[src/rtl/count_updn_bounded_pkg.sv]
// count_pkg: bound-mode encodings and FSM state type shared by the bounded counter.
package count_pkg;
    localparam logic [1:0] MODE_WRAP    = 2'b00;
    localparam logic [1:0] MODE_SAT     = 2'b01;
    localparam logic [1:0] MODE_ONESHOT = 2'b10;
    typedef enum logic {ST_RUN, ST_HALT} state_t;
endpackage

[src/rtl/count_updn_bounded_step_calc.sv]
// count_step_calc: next counter value and bound events for one step.
module count_step_calc
    import count_pkg::*;
#(
    parameter int WIDTH  = 8,
    parameter int SWIDTH = 4
) (
    input  logic [WIDTH-1:0]  i_count,
    input  logic              i_dir,
    input  logic [SWIDTH-1:0] i_step,
    input  logic [WIDTH-1:0]  i_lo,
    input  logic [WIDTH-1:0]  i_hi,
    input  logic [1:0]        i_mode,
    output logic [WIDTH-1:0]  o_next_count,
    output logic              o_event_hi,
    output logic              o_event_lo
);
    logic [WIDTH:0]   w_step_ext;
    logic [WIDTH:0]   w_sum;
    logic [WIDTH:0]   w_diff;
    logic             w_sat;
    logic [WIDTH-1:0] w_bound;

    assign w_step_ext = {{(WIDTH+1-SWIDTH){1'b0}}, i_step};
    assign w_sum      = {1'b0, i_count} + w_step_ext;
    assign w_diff     = {1'b0, i_count} - w_step_ext;
    assign o_event_hi = i_dir && (w_sum > {1'b0, i_hi});
    // MSB of the widened difference is the borrow out of the subtraction
    assign o_event_lo = !i_dir && (w_diff[WIDTH] || (w_diff[WIDTH-1:0] < i_lo));
    assign w_sat      = (i_mode == MODE_SAT) || (i_mode == MODE_ONESHOT);
    assign w_bound    = (w_sat == i_dir) ? i_hi : i_lo;
    assign o_next_count = (o_event_hi || o_event_lo) ? w_bound :
                          i_dir ? w_sum[WIDTH-1:0] : w_diff[WIDTH-1:0];
endmodule

[src/rtl/count_updn_bounded.sv]
// count_updn_bounded: loadable up/down counter with programmable step and
// [lo,hi] bounds in wrap, saturate or one-shot mode, with sticky flags.
module count_updn_bounded
    import count_pkg::*;
#(
    parameter int WIDTH  = 8,
    parameter int SWIDTH = 4
) (
    input  logic              clk,
    input  logic              rstn,
    input  logic              i_en,
    input  logic              i_dir,
    input  logic              i_load,
    input  logic [WIDTH-1:0]  i_load_val,
    input  logic [SWIDTH-1:0] i_step,
    input  logic [WIDTH-1:0]  i_lo,
    input  logic [WIDTH-1:0]  i_hi,
    input  logic [1:0]        i_mode,
    input  logic              i_flag_clr,
    output logic [WIDTH-1:0]  o_count,
    output logic              o_tc,
    output logic              o_ovf,
    output logic              o_unf,
    output logic              o_halted,
    output logic              o_cfg_err
);
    state_t           r_state;
    state_t           w_next_state;
    logic [WIDTH-1:0] r_count;
    logic             r_tc;
    logic             r_ovf;
    logic             r_unf;
    logic [WIDTH-1:0] w_next_count;
    logic             w_event_hi;
    logic             w_event_lo;
    logic             w_step_go;
    logic             w_hit_hi;
    logic             w_hit_lo;

    count_step_calc #(.WIDTH(WIDTH), .SWIDTH(SWIDTH)) u_calc (
        .i_count      (r_count),
        .i_dir        (i_dir),
        .i_step       (i_step),
        .i_lo         (i_lo),
        .i_hi         (i_hi),
        .i_mode       (i_mode),
        .o_next_count (w_next_count),
        .o_event_hi   (w_event_hi),
        .o_event_lo   (w_event_lo)
    );

    assign o_cfg_err = i_lo > i_hi;
    assign w_step_go = i_en && !i_load && (r_state == ST_RUN) && !o_cfg_err && (i_step != '0);
    assign w_hit_hi  = w_step_go && w_event_hi;
    assign w_hit_lo  = w_step_go && w_event_lo;

    always_comb begin
        w_next_state = r_state;
        if (r_state == ST_RUN)
            w_next_state = ((w_hit_hi || w_hit_lo) && i_mode == MODE_ONESHOT) ? ST_HALT : ST_RUN;
        else
            w_next_state = i_load ? ST_RUN : ST_HALT;
    end

    always_ff @(posedge clk or negedge rstn) begin
        if (!rstn) begin
            r_state <= ST_RUN;
            r_count <= '0;
            r_tc    <= 1'b0;
            r_ovf   <= 1'b0;
            r_unf   <= 1'b0;
        end else begin
            r_state <= w_next_state;
            r_count <= i_load ? i_load_val : w_step_go ? w_next_count : r_count;
            r_tc    <= w_hit_hi || w_hit_lo;
            // a same-cycle event overrides flag_clr
            r_ovf   <= (r_ovf && !i_flag_clr) || w_hit_hi;
            r_unf   <= (r_unf && !i_flag_clr) || w_hit_lo;
        end
    end

    assign o_count  = r_count;
    assign o_tc     = r_tc;
    assign o_ovf    = r_ovf;
    assign o_unf    = r_unf;
    assign o_halted = (r_state == ST_HALT);
endmodule

[config.mk]
export PLATFORM = sky130hd
export DESIGN_NAME = count_updn_bounded
export DESIGN_NICKNAME = d
export VERILOG_FILES = /design/src/rtl/count_updn_bounded_pkg.sv /design/src/rtl/count_updn_bounded_step_calc.sv /design/src/rtl/count_updn_bounded.sv
export SDC_FILE = /design/constraint.sdc
export NUM_CORES = 1
export LEC_CHECK = 0
export ABC_AREA = 1
export ABC_CLOCK_PERIOD_IN_PS = 4100
export BUFFER_PORTS_ARGS = -buffer_cell sky130_fd_sc_hd__buf_2
export CAP_MARGIN = 30
export CORE_ASPECT_RATIO = 0.9
export CORE_MARGIN = 2
export CORE_UTILIZATION = 50
export CTS_CLUSTER_DIAMETER = 40
export DETAILED_ROUTE_END_ITERATION = 12
export PLACE_DENSITY = 0.85
export SYNTH_ARGS = -nofsm -noshare
export SYNTH_HDL_FRONTEND = slang
export SYNTH_HIERARCHICAL = 1
export SYNTH_SLANG_ARGS = --single-unit
[constraint.sdc]
create_clock -name clk -period 4.1 [get_ports clk]
set_input_delay 0.205 -clock clk [delete_from_list [all_inputs] [get_ports clk]]
set_output_delay 0.205 -clock clk [all_outputs]
set_load 0.02 [all_outputs]
# Word-level counts from Yosys, hierarchy flattened
# Index checks and enable logic that the tools add are counted.
dict set report word_totals {
  ff_bits 12
  inputBits 36
  elab_cells 45
}
dict set report classes {
  n_addsub 2
  magnitude_cmp 3
  eq_ne 3
  muxes 8
  n_bitwise 1
  reduce_logical 23
}
# op count
set ops {}
lappend ops {{8-bit 2-to-1 mux} 5}
lappend ops {{1-bit logical AND} 11}
lappend ops {{8-bit by 4-bit adder with 9-bit output} 1}
lappend ops {{9-bit by 8-bit > comparator with 1-bit output} 1}
lappend ops {{8-bit by 4-bit subtractor with 9-bit output} 1}
lappend ops {{8-bit > comparator} 1}
lappend ops {{8-bit < comparator} 1}
lappend ops {{1-bit logical OR} 6}
lappend ops {{1-bit zero test} 4}
lappend ops {{4-bit nonzero test} 1}
lappend ops {{1-bit 2-to-1 mux} 3}
lappend ops {{2-bit by 1-bit equality test with 1-bit output (second input constant)} 1}
lappend ops {{2-bit equality test (second input constant)} 1}
lappend ops {{2-bit nonzero test} 1}
lappend ops {{1-bit equality test} 1}
lappend ops {{1-bit NOT} 1}

# Logic depth before layout (Yosys ltp)
# Gate-level depths: netlist of the first run.
dict set report depth {
  depth_word 10
  ltp_mapped 26
}

# Modules after synthesis
# The synthesis of the first run kept the hierarchy.
# mod n_inst cells_each area_each_um2
set modules_own_cells {}
lappend modules_own_cells {count_step_calc 1 227 1303.8}
lappend modules_own_cells {count_updn_bounded 1 120 850.8}

# Worst setup path before layout of the first run
# No wires, ideal clock.
dict set report synth_path {
  path_type {flip-flop to flip-flop}
  from {register r_count[0], in the netlist o_count[0]}
  to {register r_count[1], in the netlist o_count[1]}
  setup_ns 0.118
  arrival_time_ns 2.806
  slack_ns 1.176
  stages_incl_launch_ff 22
  cell_sequence {dfrtp_1 > ha_1 > fa_1 > nand3_4 > a21oi_4 > inv_1 > nand2_1 > and2_1 > ha_1 > nand2_1 > inv_1 > nand3_1 > nor3_1 > a21oi_4 > nand2_4 > nand2_4 > nand2_1 > nand2_1 > nand2_1 > nand2_1 > nand2_1 > nand2_1}
}
dict set report synth_via {
  elab_chain_cells 8
  elab_cells_between_ends 12
}
# item line
set synth_rtl {}
lappend synth_rtl {{start: declaration} count_updn_bounded.sv:29} ;# logic [WIDTH-1:0] r_count;
lappend synth_rtl {{start signal: assignment} count_updn_bounded.sv:74} ;# r_count <= i_load ? i_load_val : w_step_go ? w_next_count : r_count;
lappend synth_rtl {{8-bit by 4-bit subtractor with 9-bit output} count_updn_bounded_step_calc.sv:26} ;# assign w_diff = {1'b0, i_count} - w_step_ext;
lappend synth_rtl {{8-bit < comparator} count_updn_bounded_step_calc.sv:29} ;# assign o_event_lo = !i_dir && (w_diff[WIDTH] || (w_diff[WIDTH-1:0] < i_lo));
lappend synth_rtl {{1-bit logical OR} count_updn_bounded_step_calc.sv:29}
lappend synth_rtl {{1-bit logical AND} count_updn_bounded_step_calc.sv:29}
lappend synth_rtl {{1-bit logical OR} count_updn_bounded_step_calc.sv:32} ;# assign o_next_count = (o_event_hi || o_event_lo) ? w_bound :
lappend synth_rtl {{8-bit 2-to-1 mux *} count_updn_bounded_step_calc.sv:32}
lappend synth_rtl {{via w_next_count[1]} count_updn_bounded.sv:33} ;# logic [WIDTH-1:0] w_next_count;
lappend synth_rtl {{8-bit 2-to-1 mux * (2 in a row)} count_updn_bounded.sv:74}
# Mark *: on every way through the listed nets, which the timed path passes. The rest lies on a longest branch. The select of a mux whose other input is x is not followed.
# A chain may end at the register's enable or synchronous reset.

# Worst setup path in the final report of the first run
dict set report layout_path {
  from {register r_count[0], in the netlist o_count[0]}
  to {register r_count[5], in the netlist o_count[5]}
}
# Same word-level chain as after synthesis.

==> run_results.csv, run 1 <==
group,metric,value,unit
layout,final_nets,464,
cts,cts_buffer_depth,2,
global_routing,grt_use_total,0.238,
drt,via_per_inst,5.16,
global_routing,overflow,0,
outcome,status,"finished, final reports clean",
floorplanning,ioPinCount,49,
synth,avgSynthCellArea,6.21,um2
drt,avgRoutedWirePerCell,12.1,um
synth,yosysWarnings,6,
worst_setup_path,crit_cells,21,
synth,ys_types,31,
sta,maxSlewHeadroom,0.642,
cts,cts_tree,"built",
placement,post-place-ws,0.949,ns
sta,finClkSkew,0.00394,ns
global_routing,grt_pass1_vias,2059,
worst_setup_path,worstSetupEndpointType,"flip-flop",
power,pwr-share-seq,0.170,
sta,fin_crit,3.21,ns
power,p_comb_frac,0.706,
hold_path,hold_depth,2,
drt,ant_nets,0,
cts,clock_sink_count,12,
synth,synth_top_area_cell,"nand2_1",
power,leakage,1.56,nW
placement,hpwl,4.53,mm
layout,drive_gt1_frac,0.178,
layout,area_growth,14.7,%
sta,whs,0.163,ns
power,clkPwrFrac,0.124,
worst_setup_path,crit_top_cell,"nand2_1",
floorplanning,die_area,4850,um2
sta,final_hold_viol_count,0,
cts,cts_setup_buffers,0,
layout,fin_area,2470,um2
synth,async_reset_ff_frac,1.00,
placement,gp_congestion,0.982,
cts,root_buffer,"clkbuf_8",
cts,cts_made_buffers,3,
synth,ys_ff_latch,12,
worst_setup_path,cp_max_fo,10,
floorplanning,die-width,73.2,um
sta,slew_violations,0,
global_routing,antenna_found_initial,0,
synth,synth_flop_cell,"dfrtp_1",
drt,vias,2281,
run,maxCapViolCount,0,
floorplanning,core-area,4100,um2
floorplanning,rows,22,
cts,clock_latency,0.25,ns
worst_setup_path,cpPeakStageDelay,0.45,ns
worst_setup_path,cp.required,4.24,ns
sta,setup_ws,0.894,ns
power,p_sw_frac,0.529,
sta,finalSetupViolCount,0,
synth,yosysSeqAreaShare,0.139,
floorplanning,die_h,66.3,um
synth,syn_area,2150,um2
cts,path_clk_slew,0.06,ns
placement,portBuffers,48,
worst_setup_path,cp_top_family,"simple AND/OR/NAND/NOR gates",
drt,drtIter0Drc,125,
placement,place_area,2410,um2
drt,dr.pass1.iters,4,
worst_setup_path,crit_type,"reg2reg",
synth,synthTopCellsByArea,"nand2_1, ha_1, dfrtp_1",
power,power.internal,516,uW
power,ir_worst_vdd,0.192,mV
power,powerDensity,444,nW/um2
layout,antenna_cells,0,
global_routing,grt_start_max_net_pins,20,
sta,fin_crit_sh,0.782,
cts,htreeDepth,1,
worst_setup_path,r2r_cells,21,
worst_setup_path,critPathArrivalTime,3.35,ns
synth,netlist_instances,347,
synth,synth_top_area_frac,0.240,
sta,worst_pin_slew,0.537,ns
worst_setup_path,cp_cell_sequence,"ha_1, fa_1, nand3_4, a21oi_4, inv_1, nand2_1, and2_1, ha_1, nand2_1, inv_1, nand3_1, nor3_1, a21oi_4, nand2_4, nand2_4, nand2_1, nand2_1, nand2_1, nand2_1, nand2_1, nand2_1",
global_routing,grt_pass1_wl,9.03,mm
sta,fin_tns_setup,0,ns
worst_setup_path,start_kind,"flip-flop",
floorplanning,start_util,0.525,
hold_path,hold_class,"in2reg",
power,switching_power,580,uW
worst_setup_path,cpMaxStageDelayCell,"fa_1",
sta,clock.fmax,0.312,GHz
sta,rsz0062_at_grt,"no",
drt,drt-total-wl,5.34,mm
worst_setup_path,path_buf_inv,2,
drt,drc,0,
synth,synth_edf_count,0,
synth,syn_nets,416,
## cells in the final DEF, fill, tap and decap left out, types with 9 or more instances in the layout
cell,netlist,routed
a21oi_1,10,10
inv_1,58,58
nor2_1,9,9
nand3_1,30,30
dfrtp_1,12,12
o21ai_0,10,10
nand2_1,138,138
buf_2,3,48
ha_1,31,31
## layout make-up
type / count / area [um2]
flip-flops and latches: 12 / 300
clock buffers: 4 / 55.1
fillers: 408 / 1630
repair buffers: 49 / 250
inverters: 63 / 249
multi-input cells: 266 / 1560
well taps: 48 / 60.1
## repair_timing
action | 4_1_cts | 5_1_grt
gates resized for setup | 0 | 0
hold buffers | 1 | 0
endpoints found under the hold margin | 12 | 0
## routing by layer
metal  track usage  routed length [um]
met1         0.325                2590
met2         0.390                2330
met3        0.0244                 256
met4        0.0787                 158
met5             0                   0
## power groups by stage
stage / Combinational [mW] / Sequential [mW] / Clock [mW]
after floorplan: 0.559 / 0.209 / 0
after global placement: 0.750 / 0.187 / 0
after detailed placement: 0.763 / 0.188 / 0
after CTS: 0.768 / 0.186 / 0.135
after global routing: 0.877 / 0.191 / 0.143
final: 0.775 / 0.186 / 0.136
## path summary, 6_finish.rpt
path,start,to,slack (ns)
max in group asynchronous,rstn,o_count[0],3.53
max reg2reg,o_count[0],o_count[5],0.89
min in group asynchronous,rstn,o_ovf,0.36
max,o_count[0],o_count[5],0.89
min reg2reg,o_unf,o_unf,0.53
min,i_flag_clr,o_ovf,0.16
## synth_stat cells (2+ instances only)
library cell,n
inv_1,58
buf_2,3
a21oi_1,10
ha_1,31
clkinv_4,2
a21oi_4,3
dfrtp_1,12
nand3_1,30
nor3_1,3
buf_6,3
o21ai_0,10
xor2_1,5
nor2_1,9
nand2_4,2
nand2_2,5
nand4_1,4
fa_1,2
o22ai_1,2
and2_1,4
nand2_1,138
## stage by stage
step	power, mW	cells	util
after global placement	0.937	437	0.587
final	1.10	442	0.603
after global routing	1.21	442	0.603
after CTS	1.09	442	0.603
after detailed placement	0.951	437	0.587
after floorplan	0.769	347	-
## logic make-up (layout without fill, tap and decap cells)
logic type                 after synthesis  after routing  share of synthesized area
xor gates and xnor gates                 8              8                     0.0395
DFF                                     12             12                      0.139
buffers and inverters                   69            116                      0.138
AOI/OAI and AO/OA                       29             29                     0.0952
and+or+nand+nor                        196            196                      0.389
adders and majority gates               33             33                      0.199
## state kept, by name, indices dropped and copies added (netlist names)
signal and cells:
o_ovf 1, o_unf 1, o_count 8, o_tc 1, o_halted 1
(Power assumes the default switching activity.)
==> run 2: changes to the inputs <==
--- a/config.mk
+++ b/config.mk
@@ -6,7 +6,7 @@
 export NUM_CORES = 1
 export LEC_CHECK = 0
 export ABC_AREA = 1
-export ABC_CLOCK_PERIOD_IN_PS = 4100
+export ABC_CLOCK_PERIOD_IN_PS = 3100
 export BUFFER_PORTS_ARGS = -buffer_cell sky130_fd_sc_hd__buf_2
 export CAP_MARGIN = 30
 export CORE_ASPECT_RATIO = 0.9
==> constraint.sdc (replaced) <==
create_clock -name clk -period 3.1 [get_ports clk]
set_input_delay 0.155 -clock clk [delete_from_list [all_inputs] [get_ports clk]]
set_output_delay 0.155 -clock clk [all_outputs]
set_load 0.02 [all_outputs]
==> run 2 against run 1 <==
Effect of this change: sequential share of layout area is 1.1 points lower; die area stayed put; maximum frequency is 8.3% higher; critical path type unchanged.
==> run_results.csv, run 2 (synthesis gave the netlist of run 1 again) <==
group,metric,value,unit
outcome,status,"finished, final reports clean",
drt,drtIter0Drc,236,
layout,drive_gt1_frac,0.283,
layout,fill_cells,371,
worst_setup_path,crit_type,"reg2reg",
floorplanning,ioPinCount,49,
global_routing,grt_use_total,0.237,
sta,finalSetupViolCount,0,
sta,slew_violations,0,
layout,mostFrequentLayoutCells,"nand2_1, inv_1, buf_2, nand3_1, ha_1",
layout,largest_register_ffs,8,
floorplanning,rows,22,
cts,cts_tree,"built",
power,powerDensity,619,nW/um2
worst_setup_path,start_kind,"flip-flop",
sta,maxSlewHeadroom,0.618,
cts,htreeDepth,1,
sta,fin_crit,2.96,ns
sta,fin_tns_setup,0,ns
worst_setup_path,worstSetupEndpointType,"flip-flop",
cts,cts_made_buffers,3,
placement,gp_congestion,0.937,
cts,cts_buffer_depth,2,
cts,path_clk_slew,0.05,ns
power,leakage,1.63,nW
hold_path,hold_class,"in2reg",
drt,dr.pass1.iters,6,
layout,area_growth,27.1,%
global_routing,grt_pass1_wl,9.11,mm
cts,clock_sink_count,12,
sta,finClkSkew,0.00102,ns
cts,root_buffer,"clkbuf_8",
layout,antenna_cells,0,
worst_setup_path,cp_max_fo,5,
floorplanning,start_util,0.525,
placement,portBuffers,48,
global_routing,grt_use_met2,0.393,
floorplanning,die-width,73.2,um
drt,ant_nets,0,
floorplanning,core-area,4100,um2
worst_setup_path,cp.required,3.22,ns
drt,drc,0,
global_routing,globalRoute.busiestLayer,"met2",
sta,worst_pin_slew,0.572,ns
power,ir_worst_vdd,0.277,mV
placement,post-place-ws,0.0319,ns
layout,final_common_cell,"nand2_1",
cts,clock_latency,0.24,ns
layout,fin_util,0.668,
global_routing,use_met1,0.326,
sta,clock.fmax,0.338,GHz
placement,place_area,2430,um2
sta,rsz0062_at_grt,"yes",
global_routing,overflow,0,
sta,final_hold_viol_count,0,
global_routing,grt_start_max_net_pins,20,
global_routing,met3_usage,0.0259,
drt,vias,2347,
global_routing,antenna_found_initial,0,
sta,setup_ws,0.139,ns
global_routing,grt_pass1_vias,2096,
power,power,1.69,mW
placement,place_inst,440,
floorplanning,die_area,4850,um2
layout,fin_cells,455,
worst_setup_path,critPathArrivalTime,3.08,ns
placement,hpwl,4.52,mm
layout,fin_area,2740,um2
drt,drt-total-wl,5.74,mm
drt,avgRoutedWirePerCell,12.6,um
run,maxCapViolCount,0,
floorplanning,die_h,66.3,um
layout,final_nets,477,
sta,fin_crit_sh,0.955,
sta,whs,0.130,ns
drt,via_per_inst,5.16,
## run 2: cell types whose count changed in the layout (fill, tap and decap cells not counted), sizes merged
cell / previous run / this run
buf: 48 / 61
## run 2: cell type report
cell class | instances | area (um2) | area share
Tap cell | 48 | 60.1 | 0.0219
Clock buffer | 4 | 55.1 | 0.0201
Multi-Input combinational cell | 266 | 1710 | 0.625
Timing Repair Buffer | 62 | 359 | 0.131
Sequential cell | 12 | 303 | 0.111
Inverter | 63 | 249 | 0.0909
## run 2: routing by layer
layer	part of all wire	wire, um
met4	0.018	103
met3	0.063	360
met5	0	0
met1	0.46	2660
met2	0.46	2620
## run 2: final timing paths
kind | cells after the start | start | slack, ns | end
worst max-delay path | 18 | o_count[0] | 0.14 | o_halted
worst max register to register | 18 | o_count[0] | 0.14 | o_halted
max in group asynchronous | 2 | rstn | 2.54 | o_count[2]
min in group asynchronous | 2 | rstn | 0.32 | o_count[4]
worst min register to register | 2 | o_unf | 0.54 | o_unf
worst min-delay path | 2 | i_flag_clr | 0.13 | o_ovf
## run 2: report_power, final
group | switching, mW | internal, mW
combinational | 0.752 | 0.527
clock | 0.0578 | 0.112
sequential | 0.0534 | 0.192
## run 2: critical path, stage by stage, from the launching register on
cell and delay, ns:
dfrtp_1 0.42, ha_4 0.19, fa_2 0.42, nand3_4 0.09, a21oi_4 0.08, inv_1 0.06
nand2_1 0.05, and2_4 0.15, ha_4 0.26, nand2_1 0.05, inv_1 0.06, nand3_1 0.08
nor3_2 0.24, a21oi_4 0.09, nand2_4 0.13, buf_4 0.12, inv_1 0.04, o2111ai_1 0.21
nand2_1 0.08
## run 2: timing repair
action / CTS / global route
endpoints found under the hold margin: 12 / 0
buffers inserted: 0 / 10
resized for setup: 0 / 41
endpoints found under the setup margin: 0 / 11
hold buffers: 1 / 0
==> run 3: changes to the inputs <==
--- a/config.mk
+++ b/config.mk
@@ -14,7 +14,8 @@
 export CORE_UTILIZATION = 50
 export CTS_CLUSTER_DIAMETER = 40
 export DETAILED_ROUTE_END_ITERATION = 12
-export PLACE_DENSITY = 0.85
+export PLACE_DENSITY = 0.76
+export SKIP_CTS_REPAIR_TIMING = 1
 export SYNTH_ARGS = -nofsm -noshare
 export SYNTH_HDL_FRONTEND = slang
 export SYNTH_HIERARCHICAL = 1
==> run 3 against run 2 <==
Effect of this change: design area decreased by 1.6%; sequential power up 2%; power down 1.4%; non-clock buffer count is 3 lower; via count is 0.13% higher; critical path type unchanged; sequential share of layout area rose by 0.18 points; register-to-register slack got worse by 0.05 ns; flip-flop and latch count did not move; largest power group unchanged; maximum frequency is 1.5% lower; first-iteration DRC count decreased by 35%; setup slack worse by 0.046 ns; clock power is 18% lower.
==> run_results.csv, run 3 (synthesis gave the netlist of run 1 again) <==
group,metric,value,unit
outcome,status,"finished, final reports clean",
run,maxCapViolCount,0,
drt,avgRoutedWirePerCell,13.0,um
cts,cts_tree,"built",
floorplanning,start_util,0.525,
floorplanning,ioPinCount,49,
layout,area_growth,25.0,%
global_routing,grt_use_met2,0.384,
cts,path_clk_slew,0.05,ns
power,p_comb_frac,0.766,
sta,setup_ws,0.0931,ns
sta,slew_violations,0,
sta,worst_pin_slew,0.613,ns
layout,seq_area,303,um2
global_routing,globalRoute.busiestLayer,"met2",
sta,finClkSkew,0.00143,ns
cts,root_buffer,"clkbuf_8",
drt,vias,2350,
drt,via_per_inst,5.21,
layout,fin_util,0.657,
floorplanning,die_area,4850,um2
sta,finalSetupViolCount,0,
worst_setup_path,cp_max_fo,7,
hold_path,hold_class,"in2reg",
placement,gp_congestion,0.935,
power,switching_power,876,uW
cts,cts_buffer_depth,2,
global_routing,antenna_found_initial,0,
layout,drive_gt1_frac,0.278,
cts,cts_made_buffers,3,
global_routing,met3_usage,0.0274,
drt,ant_nets,0,
global_routing,grt_pass1_vias,2020,
sta,clock.fmax,0.333,GHz
power,powerDensity,620,nW/um2
layout,fill_cells,365,
power,clkPwrFrac,0.084,
cts,clock_latency,0.24,ns
global_routing,overflow,0,
worst_setup_path,crit_type,"reg2reg",
placement,portBuffers,48,
worst_setup_path,cp.required,3.23,ns
layout,multiInputGateArea,1700,um2
power,leakage,1.62,nW
placement,hpwl,4.51,mm
global_routing,use_met1,0.343,
floorplanning,die-width,73.2,um
floorplanning,die_h,66.3,um
drt,drtIter0Drc,154,
sta,fin_tns_setup,0,ns
worst_setup_path,worstSetupEndpointType,"flip-flop",
power,power,1.67,mW
cts,htreeDepth,1,
sta,final_hold_viol_count,0,
worst_setup_path,start_kind,"flip-flop",
worst_setup_path,r2r_cells,23,
drt,drc,0,
sta,fin_crit_sh,0.970,
sta,maxSlewHeadroom,0.591,
layout,antenna_cells,0,
power,p_sw_frac,0.524,
sta,fin_crit,3.01,ns
power,power.internal,795,uW
layout,final_nets,474,
global_routing,grt_use_total,0.236,
power,pwr-share-seq,0.150,
floorplanning,rows,22,
worst_setup_path,critPathArrivalTime,3.13,ns
drt,drt-total-wl,5.85,mm
power,ir_worst_vdd,0.308,mV
placement,post-place-ws,0.0604,ns
layout,final_common_cell,"nand2_1",
layout,mostFrequentLayoutCells,"nand2_1, inv_1, buf_2, nand3_1, ha_1",
layout,largest_register_ffs,8,
floorplanning,core-area,4100,um2
global_routing,grt_pass1_wl,8.98,mm
cts,clock_sink_count,12,
hold_path,hold_depth,2,
global_routing,grt_start_max_net_pins,20,
drt,dr.pass1.iters,5,
run 3: through the flow:
| stage | hold slack [ns] | instances | cell area (um2) |
|---|---|---|---|
| 2_1_floorplan | -0.141 | 347 | 2150 |
| 3_3_place_gp | 0.0498 | 439 | 2420 |
| 3_5_place_dp | 0.0465 | 439 | 2420 |
| 4_1_cts | -0.207 | 442 | 2460 |
| 5_1_grt | 0.113 | 451 | 2690 |
| 6_report | 0.120 | 451 | 2690 |
run 3: metal layers:
metal	part of all wire	vias to the layer above
met5	0	-
met4	0.0087	0
met3	0.071	6
met2	0.47	103
met1	0.45	1051
li1	-	1190
run 3: final timing paths:
check	from	to	slack [ns]
min	i_flag_clr	o_ovf	0.12
min reg2reg	o_unf	o_unf	0.53
max in group asynchronous	rstn	o_count[0]	2.53
max	o_count[0]	o_count[1]	0.09
max reg2reg	o_count[0]	o_count[1]	0.09
min in group asynchronous	rstn	o_count[4]	0.33
run 3: critical path: stages (launching register included):
cell	delay, ns
dfrtp_2	0.45
ha_4	0.18
fa_2	0.42
nand3_4	0.09
nand2_2	0.07
xor2_2	0.18
inv_2	0.07
ha_4	0.28
nand2_4	0.05
nor2_2	0.09
nand2_1	0.05
nand3_1	0.07
nand2_1	0.05
nand2_1	0.07
nand2_1	0.09
nand2_2	0.09
nand2_4	0.09
buf_6	0.14
nand3_1	0.07
nand2_1	0.06
nand2_1	0.06
nand2_1	0.05
nand2_1	0.06
nand2_1	0.05
run 3: power by group through the flow:
stage               clock [mW]  combinational [mW]  sequential (mW)
global route             0.154                1.43            0.257
global placement             0                1.01            0.246
detailed placement           0                1.03            0.247
finish                   0.140                1.28            0.251
CTS                      0.143                1.04            0.246
floorplan                    0               0.740            0.277
run 3: final cells by class:
| type | instances | share of cell area |
|---|---|---|
| timing repair buffer | 59 | 0.127 |
| multi-input combinational | 266 | 0.631 |
| clock buffer | 3 | 0.0153 |
| sequential | 12 | 0.112 |
| inverter | 63 | 0.0924 |
| tap | 48 | 0.0223 |
